**config.mk**
```make
export PLATFORM = sky130hd
export DESIGN_NAME = dmem_arbiter
export DESIGN_NICKNAME = d
export VERILOG_FILES = /design/src/rtl/dmem_arbiter.sv
export SDC_FILE = /design/constraint.sdc
export NUM_CORES = 1
export LEC_CHECK = 0
export CAP_MARGIN = 5
export CORE_MARGIN = 8
export CORE_UTILIZATION = 38
export CTS_CLUSTER_DIAMETER = 50
export DETAILED_ROUTE_END_ITERATION = 10
export PLACE_DENSITY = 0.83
export SYNTH_ARGS = -nofsm -noshare
export SYNTH_HDL_FRONTEND = slang
export SYNTH_SLANG_ARGS = --single-unit
export TNS_END_PERCENT = 50
```
**constraint.sdc**
```tcl
create_clock -name clk -period 3.2 [get_ports clk]
set_input_delay 0.64 -clock clk [delete_from_list [all_inputs] [get_ports clk]]
set_output_delay 0.64 -clock clk [all_outputs]
set_load 0.02 [all_outputs]
```
**src/rtl/dmem_arbiter.sv**
```systemverilog
// dmem_arbiter: shares the single-port data RAM between the CPU load/store
// port and the I/O block-transfer engine. The CPU wins every cycle unless the
// I/O side has been denied STARVE cycles in a row, in which case I/O is forced
// through. I/O transfers are word-sequential bursts started by a pulse.
module dmem_arbiter #(
    parameter int LEN_W  = 12,
    parameter int STARVE = 4
) (
    input  logic             clk,
    input  logic             rst_n,
    input  logic             cpu_req,
    input  logic             cpu_we,
    input  logic [31:0]      cpu_addr,
    input  logic [31:0]      cpu_wd,
    output logic [31:0]      cpu_rd,
    output logic             cpu_stall,
    input  logic             io_start,
    input  logic             io_dir,
    input  logic [31:0]      io_base,
    input  logic [LEN_W-1:0] io_len,
    input  logic             io_valid,
    input  logic [31:0]      io_wd,
    output logic [31:0]      io_rd,
    output logic             io_ack,
    output logic             io_busy,
    output logic             io_done,
    output logic             ram_we,
    output logic [31:0]      ram_addr,
    output logic [31:0]      ram_wd,
    input  logic [31:0]      ram_rd
);

    // Denial counter only ever needs to reach STARVE before a grant is forced.
    localparam int WC_W = (STARVE < 1) ? 1 : $clog2(STARVE + 1);
    localparam logic [WC_W-1:0] STARVE_LIM = WC_W'(STARVE);

    typedef enum logic [1:0] {
        IDLE = 2'd0,
        XFER = 2'd1,
        DONE = 2'd2
    } state_t;

    state_t            state_r, state_s;
    logic [LEN_W-1:0]  idx_r, idx_s;
    logic [LEN_W-1:0]  len_r, len_s;
    logic [WC_W-1:0]   wait_cnt_r, wait_cnt_s;
    logic [31:0]       base_r, base_s;
    logic              dir_r, dir_s;
    logic              io_want_s;
    logic              grant_io_s;
    logic [31:0]       io_addr_s;

    // State and transfer-context registers with synchronous active-low reset.
    always_ff @(posedge clk) begin
        if (!rst_n) begin
            state_r    <= IDLE;
            idx_r      <= '0;
            len_r      <= '0;
            wait_cnt_r <= '0;
            base_r     <= 32'h0000_0000;
            dir_r      <= 1'b0;
        end else begin
            state_r    <= state_s;
            idx_r      <= idx_s;
            len_r      <= len_s;
            wait_cnt_r <= wait_cnt_s;
            base_r     <= base_s;
            dir_r      <= dir_s;
        end
    end

    // Next-state logic: start handling, grant decision, word index and starvation count.
    always_comb begin
        state_s    = state_r;
        idx_s      = idx_r;
        len_s      = len_r;
        wait_cnt_s = wait_cnt_r;
        base_s     = base_r;
        dir_s      = dir_r;
        io_want_s  = 1'b0;
        grant_io_s = 1'b0;
        case (state_r)
            IDLE: begin
                if (io_start) begin
                    if (io_len != '0) begin
                        base_s     = io_base;
                        len_s      = io_len;
                        dir_s      = io_dir;
                        idx_s      = '0;
                        wait_cnt_s = '0;
                        state_s    = XFER;
                    end else begin
                        // Empty transfer completes without touching the RAM.
                        state_s = DONE;
                    end
                end else begin
                    state_s = IDLE;
                end
            end
            XFER: begin
                // Reads are always ready; writes need data from the I/O side.
                io_want_s  = ~dir_r | io_valid;
                grant_io_s = io_want_s & (~cpu_req | (wait_cnt_r == STARVE_LIM));
                if (grant_io_s) begin
                    idx_s      = idx_r + LEN_W'(1);
                    wait_cnt_s = '0;
                    if (idx_r == (len_r - LEN_W'(1))) begin
                        state_s = DONE;
                    end else begin
                        state_s = XFER;
                    end
                end else if (io_want_s) begin
                    wait_cnt_s = wait_cnt_r + WC_W'(1);
                end else begin
                    wait_cnt_s = '0;
                end
            end
            DONE: begin
                state_s = IDLE;
            end
            default: begin
                state_s = IDLE;
            end
        endcase
    end

    // Word address of the current I/O beat; wraps modulo 2^32.
    assign io_addr_s = base_r + (32'(idx_r) << 2);

    // RAM port steering: the granted I/O beat overrides the CPU access.
    always_comb begin
        ram_addr = cpu_addr;
        ram_we   = cpu_req & cpu_we;
        ram_wd   = cpu_wd;
        if (grant_io_s) begin
            ram_addr = io_addr_s;
            ram_we   = dir_r;
            ram_wd   = io_wd;
        end else begin
            ram_addr = cpu_addr;
            ram_we   = cpu_req & cpu_we;
            ram_wd   = cpu_wd;
        end
    end

    // Reads have no side effects, so both consumers see the RAM data directly.
    assign cpu_rd    = ram_rd;
    assign io_rd     = ram_rd;
    assign cpu_stall = cpu_req & grant_io_s;
    assign io_ack    = grant_io_s;
    assign io_busy   = (state_r != IDLE);
    assign io_done   = (state_r == DONE);

endmodule

```
Word-level counts from Yosys, hierarchy flattened. Cells that the tools add are included.

Add/sub/neg operators: 4. Equal/unequal tests: 7. Mux-type cells: 18. Bitwise operators: 7. Reductions and logical operators: 7.

Operators by type and width (number): 2-to-1 mux 32 bit (2); 2-to-1 mux 12 bit (3); adder 32 x 14 -> 32 bit (1); case mux 12 bit (2 select lines) (1); adder 12 x 1 -> 12 bit (second input constant) (1); == test 12 bit (1); 2-to-1 mux 3 bit (4); nonzero test 12 bit (1); subtractor 12 x 1 -> 12 bit (second input constant) (1); 2-to-1 mux 2 bit (4); != test 2 bit (second input constant) (3); case mux 3 bit (2 select lines) (1); AND reduction 3 bit (2); case mux 2 bit (2 select lines) (1); AND reduction 4 bit (1); nonzero test 2 bit (2); adder 3 x 1 -> 3 bit (second input constant) (1); AND 1 bit (3); == test 3 bit (second input constant) (1); == test 2 x 1 -> 1 bit (second input constant) (1); == test 2 bit (second input constant) (1); logical NOT 2 bit (1); 2-to-1 mux 1 bit (2); inverter 1 bit (2); OR 1 bit (2).

Register bits: 62. Input bits: 179. Output and inout port bits: 133. Logic and storage cells: 49.

Depth between registers and ports, before layout. Gate-level depths: netlist of run 1.

Word-level depth: 5. Gate-level depth with buffers: 11.

Least setup slack after synthesis of run 1. Ideal clock, no wire load.

Path type: reg2out. From: register idx_r[0]. To: output ram_addr[16]. Arrival time: 2396 ps. Data required time: 2560 ps. Slack: 164 ps. Stages on the path, launching flop included: 9. Buffers on the path: 0. Path through: dfxtp_1 > ha_1 > fa_1 > a211oi_1 > nor2_1 > o211ai_1 > a211oi_1 > xnor2_1 > o21ai_1.

Cells in the longest elaborated chain, start to end: 2.

Ends and longest elaborated chain: from (decl) (line 44) `logic [LEN_W-1:0] idx_r, idx_s;`; from (signal assigned) (line 64) `idx_r <= idx_s;`; adder 32 x 14 -> 32 bit (line 128) `assign io_addr_s = base_r + (32'(idx_r) << 2);`; 2-to-1 mux 32 bit (line 135) `if (grant_io_s) begin`; to (decl) (line 28) `output logic [31:0] ram_addr,`.

No other way between the ends.

Worst setup path after layout of run 1.
From: register idx_r[0]. To: output ram_addr[18].

The elaborated chain is that of the path after synthesis.

==> results of run 1 <==
[final cells by class]
type | count | share of cell area
sequential | 62 | 0.164
multi-input combinational | 554 | 0.418
timing repair buffer | 268 | 0.338
clock inverter | 5 | 0.0109
tap | 172 | 0.0284
inverter | 17 | 0.00842
clock buffer | 11 | 0.0320
[synth_stat cells, drive strengths merged, types with 3 or more instances]
master and instances:
a21o 4, nor4 5, o21ai 38, xor2 12, or3 6, dfxtp 62, nor2 29, nor2b 4
clkbuf 22, and4 3, o21a 3, o2111ai 3, and2 3, buf 76, nand3b 3, ha 16
a211oi 15, nand2 247, xnor2 34, nand2b 5, inv 17, a22oi 4, nand3 10, o211ai 4
nand4 6, a21oi 69, nor3 6
[registers in the layout (all words and copies together), names as in the netlist]
name / cells
base_r: 32
dir_r: 1
len_r: 12
state_r: 2
idx_r: 12
wait_cnt_r: 3
[worst max path at each step]
stage               from      endpoint  slack [ns]  depth (start not counted)
2_1_floorplan   idx_r[0]  ram_addr[16]        0.16                          8
3_3_place_gp    idx_r[0]  ram_addr[28]       -0.05                         10
3_5_place_dp    idx_r[0]  ram_addr[30]       -0.15                         10
4_1_cts        base_r[2]  ram_addr[28]       -0.07                         12
5_1_grt         idx_r[0]  ram_addr[28]       -0.16                         11
6_report        idx_r[0]  ram_addr[18]       -0.03                         11
[critical path: stages, from the launching register on]
cell and delay [ns]:
dfxtp_2 0.33, ha_4 0.16, fa_2 0.35, a211oi_2 0.23
nor2_2 0.09, o211ai_1 0.26, buf_4 0.21, buf_6 0.11
a211oi_2 0.07, xnor2_1 0.14, o21ai_1 0.15, buf_4 0.16
[logic make-up after synthesis]
logic type               synth area share
AND/OR/NAND/NOR                     0.292
AO/OA/AOI/OAI                       0.192
buffers and inverters               0.139
flip-flops                          0.250
XOR/XNOR                           0.0812
adder cells (fa/ha/maj)            0.0444
multiplexers                      0.00202
[placed cells by master, fill, tap and decap left out, types with 5 or more instances in the layout]
cell type and instances:
a211oi_1 8, a211oi_2 6, a21oi_1 65, buf_12 5, buf_4 62, clkbuf_16 10, clkbuf_2 6, clkdlybuf4s50_1 179
dfxtp_1 59, dlymetal6s2s_1 5, ha_1 15, inv_1 15, nand2_1 246, nand3_1 9, nand4_1 6, nor2_1 27
nor3_1 5, o21ai_0 7, o21ai_1 30, or3_1 6, xnor2_1 33, xor2_1 12
[power groups by stage]
| stage | clock, mW | combinational [mW] | sequential [mW] |
|---|---|---|---|
| after global routing | 1.10 | 0.854 | 0.855 |
| after global placement | 0 | 0.795 | 0.861 |
| after detailed placement | 0 | 0.803 | 0.863 |
| final | 1.06 | 0.793 | 0.851 |
| after CTS | 1.06 | 0.793 | 0.849 |
| after floorplan | 0 | 0.497 | 0.852 |
[routing by layer]
| layer | share of wire | up-vias | GRT usage |
|---|---|---|---|
| li1 | - | 2753 | - |
| met1 | 0.38 | 2553 | 0.231 |
| met2 | 0.51 | 300 | 0.386 |
| met3 | 0.095 | 42 | 0.0669 |
| met4 | 0.023 | 0 | 0.0731 |
| met5 | 0 | - | 0 |
[repair_timing]
item | 4_1_cts | 5_1_grt
resized for setup | 85 | 56
pin swaps | 12 | 27
setup endpoints to repair | 60 | 54
cloned | 1 | 1
buffers inserted | 6 | 6
==> results.md, run 1 <==
- Status: complete, but fails checks
- Failing checks: negative setup slack
- Pwr Density: roughly 360 nW/um^2
- Max-slew headroom: 0.515
- Dpl cells: 1060
- Die area: approximately 17000 um^2
- Antenna-violating nets left: 0
- Fill cell count: 1151
- DRT iter0 DRCs: ~260
- Primary FF master, synth: dfxtp_1
- Hold/Removal Path Class: reg -> reg
- Final Cycle Share: 1.01
- CP required: ~2.6 ns
- I/O pin count: approximately 310
- Total Power: 2.70 mW
- Clk_lat worst skew: 0.33 ns
- Internal Dissipation: 1.91 mW
- Worst vdd ir: approximately 0.27 mV
- GRT overflow: 0
- CTS buffer count: 9
- Hold worst-path end: base_r[0]
- Reg-to-reg setup timing slack: between 0.9 and 1 ns
- Sum Neg Setup Slack: -0.0485 ns
- Initial DRT Pass Iterations: 5
- R2R cell count: 8
- Psw: 0.792 mW
- CTS tree: built
- Synthesized area per cell: around 6.8 um^2
- Die height: ~130 um
- Yosys top cell area share: 0.250
- Clock buffer depth: 2
- Clock network fraction of design power: 0.392
- Diodes inserted: 0
- Placed Area: roughly 7000 um^2
- Crit-path max FO: 4
- Number of flops mapped to enable cells by yosys: 0
- Reg2Reg Capture Point: state_r[0]
- Initial antenna violation count: 0
- Mapped Area: slightly below 5000 um^2
- DR vias/cell: between 5 and 6
- Critical Path Source Type: flip-flop
- Area Overhead vs Synth: 52.7%
- FMAX: ~0.31 GHz
- Switching Fraction: 0.293
- Final std cells w/o fill: between 1k and 1.5k
- Fin util: 0.598
- Clock transition at path regs: approximately 0.060 ns
- Combinational power share: 0.293
- Hpwl dp: between 10000 and 15000 um
- Pin count of the biggest net entering global routing: 65
- CTS H-tree depth: 3
- WL/cell: between 15 and 20 um
- Post-route setup slack: -0.0313 ns
- Sequential Power Share: 0.315
- Reg area: between 1000 and 1500 um^2
- Routed wire length: between 15000 and 20000 um
- Post-route cell area: between 7000 and 8000 um^2
- Hold path depth: 2
- Cell variety after synth: 61
- Ratio of cells with drive above 1 in the final layout: 0.145
- Hold Vio Cnt, Final: 0
- Vias in the first global route: around 5.5k
- Area of the multi-input gates: between 3000 and 4000 um^2
- Hold_ws: 0.453 ns
- LEAKAGE: around 3.1 nW
- Root Driver: clkbuf_16
- Hold path startpoint: base_r[0]
- Yosys top cell by area: dfxtp_1
- Clock skew: 0.00604 ns
- Number of max-cap violations: 0
- Ys async rst share: 0
- Core ar.: 12700 um^2
- Setup CP Type: reg -> out
- Yosys reg bits: 62
- CP arrival: roughly 2.6 ns
- Hold Buf Count CTS: 0
- Nature of the critical path endpoint: output pin
- Max Transition Viols Final: 0
- Syn Inst Count: around 730
- Pre-CTS setup slack: -0.149 ns
- Setup-failing EPs final: 2
- GPL Wtd Cong: 0.943
- Residual DRC: 0
- IO buf count: approximately 220
- Initial core utilization: 0.392
- RSZ-0062 raised after global routing: true
- Vias: between 5k and 6k
- Mapped Nets: about 900
- Total global routing track utilization: 0.214
- Register area share after synthesis: 0.250
- Synth top area cells: dfxtp_1, nand2_1, buf_4
- Die width: roughly 130 um
- First-pass GRT wire length: between 20000 and 30000 um
- NumNets Final: 1108
- Crit path time final: between 3 and 4 ns
- Yosys warnings: 0
- Clk sinks: slightly above 60
- R2r startpoint: len_r[0]
- Slew of the pin with the lowest slew margin: slightly above 0.7 ns
- Placement row count: 41
Power figures use the tool's default switching activity.
==> run 2: changes to the inputs <==
--- a/config.mk
+++ b/config.mk
@@ -5,12 +5,11 @@
 export SDC_FILE = /design/constraint.sdc
 export NUM_CORES = 1
 export LEC_CHECK = 0
-export CAP_MARGIN = 5
 export CORE_MARGIN = 8
-export CORE_UTILIZATION = 38
+export CORE_UTILIZATION = 34
 export CTS_CLUSTER_DIAMETER = 50
 export DETAILED_ROUTE_END_ITERATION = 10
-export PLACE_DENSITY = 0.83
+export PLACE_DENSITY = 0.78
 export SYNTH_ARGS = -nofsm -noshare
 export SYNTH_HDL_FRONTEND = slang
 export SYNTH_SLANG_ARGS = --single-unit
==> constraint.sdc (replaced) <==
create_clock -name clk -period 2.6 [get_ports clk]
set_input_delay 0.52 -clock clk [delete_from_list [all_inputs] [get_ports clk]]
set_output_delay 0.52 -clock clk [all_outputs]
set_load 0.02 [all_outputs]
==> results.md, run 2 (same netlist as run 1, synthesis figures left out) <==
- Clk sinks: 62 (unchanged)
- Dpl cells: 1110 (+4.7%)
- Setup CP Type: reg -> out
- Worst vdd ir: 0.341 mV (+25%)
- CP arrival: 2.53 ns (-0.06 ns)
- Clock transition at path regs: 0.05 ns (about the same)
- Reg with most FFs: base_r
- Vias in the first global route: 5655 (+3.5%)
- Crit-path max cell delay: 0.36 ns (about the same)
- Final Cycle Share: 1.17
- GRT overflow: 0 (unchanged)
- Hpwl dp: 15500 um (+4.3%)
- Max-slew headroom: 0.558 (+0.0431)
- Clock skew: 0.00472 ns (-0.00132 ns)
- Crit path max-delay cell type: fa_2
- LEAKAGE: 3.48 nW (+12%)
- Vias: 5773 (+2.2%)
- DR vias/cell: 4.99 (-3.7%)
- Initial DRT Pass Iterations: 4 (-1)
- Psw: 0.961 mW (+21%)
- Residual DRC: 0 (unchanged)
- Setup-failing EPs final: 26 (+24)
- Crit path time final: slightly above 3 ns
- Antenna-violating nets left: 0 (unchanged)
- Fill cell count: 1290 (+12%)
- Commonest non-fill, non-tap cell in the layout: nand2_1
- First-pass GRT wire length: 29400 um (+2.4%)
- Die area: 18700 um^2 (+10%)
- Initial antenna violation count: 0 (unchanged)
- Slew of the pin with the lowest slew margin: 0.657 ns (-0.0641 ns)
- Number of max-cap violations: 0 (unchanged)
- Largest regs: base_r (32), idx_r (12), len_r (12)
- Internal Dissipation: 2.50 mW (+31%)
- Final std cells w/o fill: 1156 (+6.2%)
- DRT iter0 DRCs: 324 (+27%)
- Post-route setup slack: -0.450 ns (-0.419 ns)
- Combinational power share: 0.302 (+0.009)
- I/O pin count: 312 (unchanged)
- NumNets Final: 1163 (+5.0%)
- Status: complete, but fails checks
- Routed wire length: 19900 um (+0.97%)
- Hold/Removal Path Class: reg -> reg
- Nature of the critical path endpoint: output pin
- Hold Vio Cnt, Final: 0 (unchanged)
- Initial core utilization: 0.344 (-0.0476)
- Failing checks: negative setup slack
- Placement row count: 44 (+7.3%)
- Diodes inserted: 0 (unchanged)
- CTS tree: built
- Most frequent cell on the critical path: a211oi_2
- Max FFs per register: 32 (unchanged)
- Die width: 137 um (+5.0%)
- GPL Wtd Cong: 0.855 (-9.4%)
- CTS buffer count: 9 (unchanged)
- Total global routing track utilization: 0.198 (-0.0158)
- Clock buffer depth: 2 (unchanged)
- IO buf count: 215 (unchanged)
- RSZ-0062 raised after global routing: true
- FMAX: roughly 0.33 GHz
- Area Overhead vs Synth: 66.7%
- Critical Path Source Type: flip-flop
- Commonest cells after routing, fill and taps aside: nand2_1, clkdlybuf4s50_1, buf_4
- Post-route cell area: 8270 um^2 (+9.1%)
- WL/cell: 17.2 um (-4.9%)
- Pwr Density: 418 nW/um^2 (+17%)
- CP Cell Sequence: ha_4 > fa_2 > a211oi_2 > nor2_2 > o211ai_1 > buf_4 > buf_8 > a211oi_2 > xnor2_1 > o21ai_2 > buf_6
- Pin count of the biggest net entering global routing: 55 (-15%)
- Switching Fraction: 0.278 (-0.0149)
- Ratio of cells with drive above 1 in the final layout: 0.261 (+0.116)
- Pre-CTS setup slack: -0.518 ns (-0.369 ns)
- Core ar.: 14400 um^2 (+14%)
- Root Driver: clkbuf_16
- Placed Area: 7480 um^2 (+5.6%)
- Max Transition Viols Final: 0 (unchanged)
- Die height: 137 um (+5.0%)
- Sequential Power Share: 0.300 (-0.015)
- Clock network fraction of design power: 0.397 (+0.005)
- Fin util: 0.574 (-0.0247)
- CTS H-tree depth: 3 (unchanged)
- CP required: 2.08 ns (-0.48 ns)
- Clk_lat worst skew: 0.32 ns (about the same)
- Crit-path max FO: 5 (+1)
## run 2: cell types whose count changed in the layout (fill, tap and decap cells not counted), sizes merged
cell | previous run | this run
buf | 73 | 138
clkbuf | 18 | 36
clkdlybuf4s15 | 0 | 11
dlymetal6s2s | 5 | 1
clkinvlp | 3 | 0
clkdlybuf4s50 | 179 | 147
## run 2: power by group through the flow
stage	Sequential, mW	Combinational (mW)	Clock [mW]
2_1_floorplan	1.05	0.622	0
3_3_place_gp	1.05	1.04	0
3_5_place_dp	1.05	1.05	0
4_1_cts	1.04	1.03	1.39
5_1_grt	1.04	1.13	1.45
6_report	1.04	1.05	1.37
## run 2: worst max-delay path: cells and delay by family (launching register included)
kind / cells / cell delay (ns)
AO/OA/AOI/OAI: 4 / 0.59
adder cells (fa/ha/maj): 2 / 0.52
buffers and inverters: 3 / 0.43
flip-flops: 1 / 0.33
XOR/XNOR: 1 / 0.23
AND/OR/NAND/NOR: 1 / 0.09
## run 2: metrics by stage
stage	total power, mW	TNS (ns)	hold WS [ns]
floorplan	1.67	-0.673	0.437
global placement	2.09	-22.17	0.445
detailed placement	2.11	-24.78	0.452
CTS	3.46	-7.87	0.459
global route	3.63	-10.50	0.482
finish	3.46	-6.99	0.454
## run 2: metal layers
| layer | global-route usage | share of wire | up-vias |
|---|---|---|---|
| met3 | 0.0455 | 0.070 | 30 |
| met5 | 0 | 0 | - |
| met4 | 0.0658 | 0.021 | 0 |
| li1 | - | - | 2859 |
| met1 | 0.219 | 0.39 | 2652 |
| met2 | 0.364 | 0.52 | 232 |
## run 2: final cells by class
cell class	count	area (um^2)	area share
timing repair buffer	323	3010	0.364
inverter	17	71.3	0.00862
clock buffer	14	294	0.0355
multi-input combinational	554	3360	0.406
clock inverter	2	60.1	0.00726
tap	184	230	0.0278
sequential	62	1250	0.151
## run 2: final timing paths
| check | from | end | slack (ns) | cells after the start |
|---|---|---|---|---|
| worst max-delay path | base_r[2] | ram_addr[24] | -0.45 | 11 |
| worst min-delay path | base_r[0] | base_r[0] | 0.45 | 2 |
| worst max register to register | wait_cnt_r[0] | idx_r[11] | 0.45 | 12 |
| worst min register to register | base_r[0] | base_r[0] | 0.45 | 2 |
## run 2: timing repair
item / 4_1_cts / 5_1_grt
gates cloned: 1 / 2
buffers inserted: 16 / 12
pin swaps: 20 / 25
hold buffers: 0 / 0
gates resized for setup: 222 / 87
endpoints found under the setup margin: 67 / 66
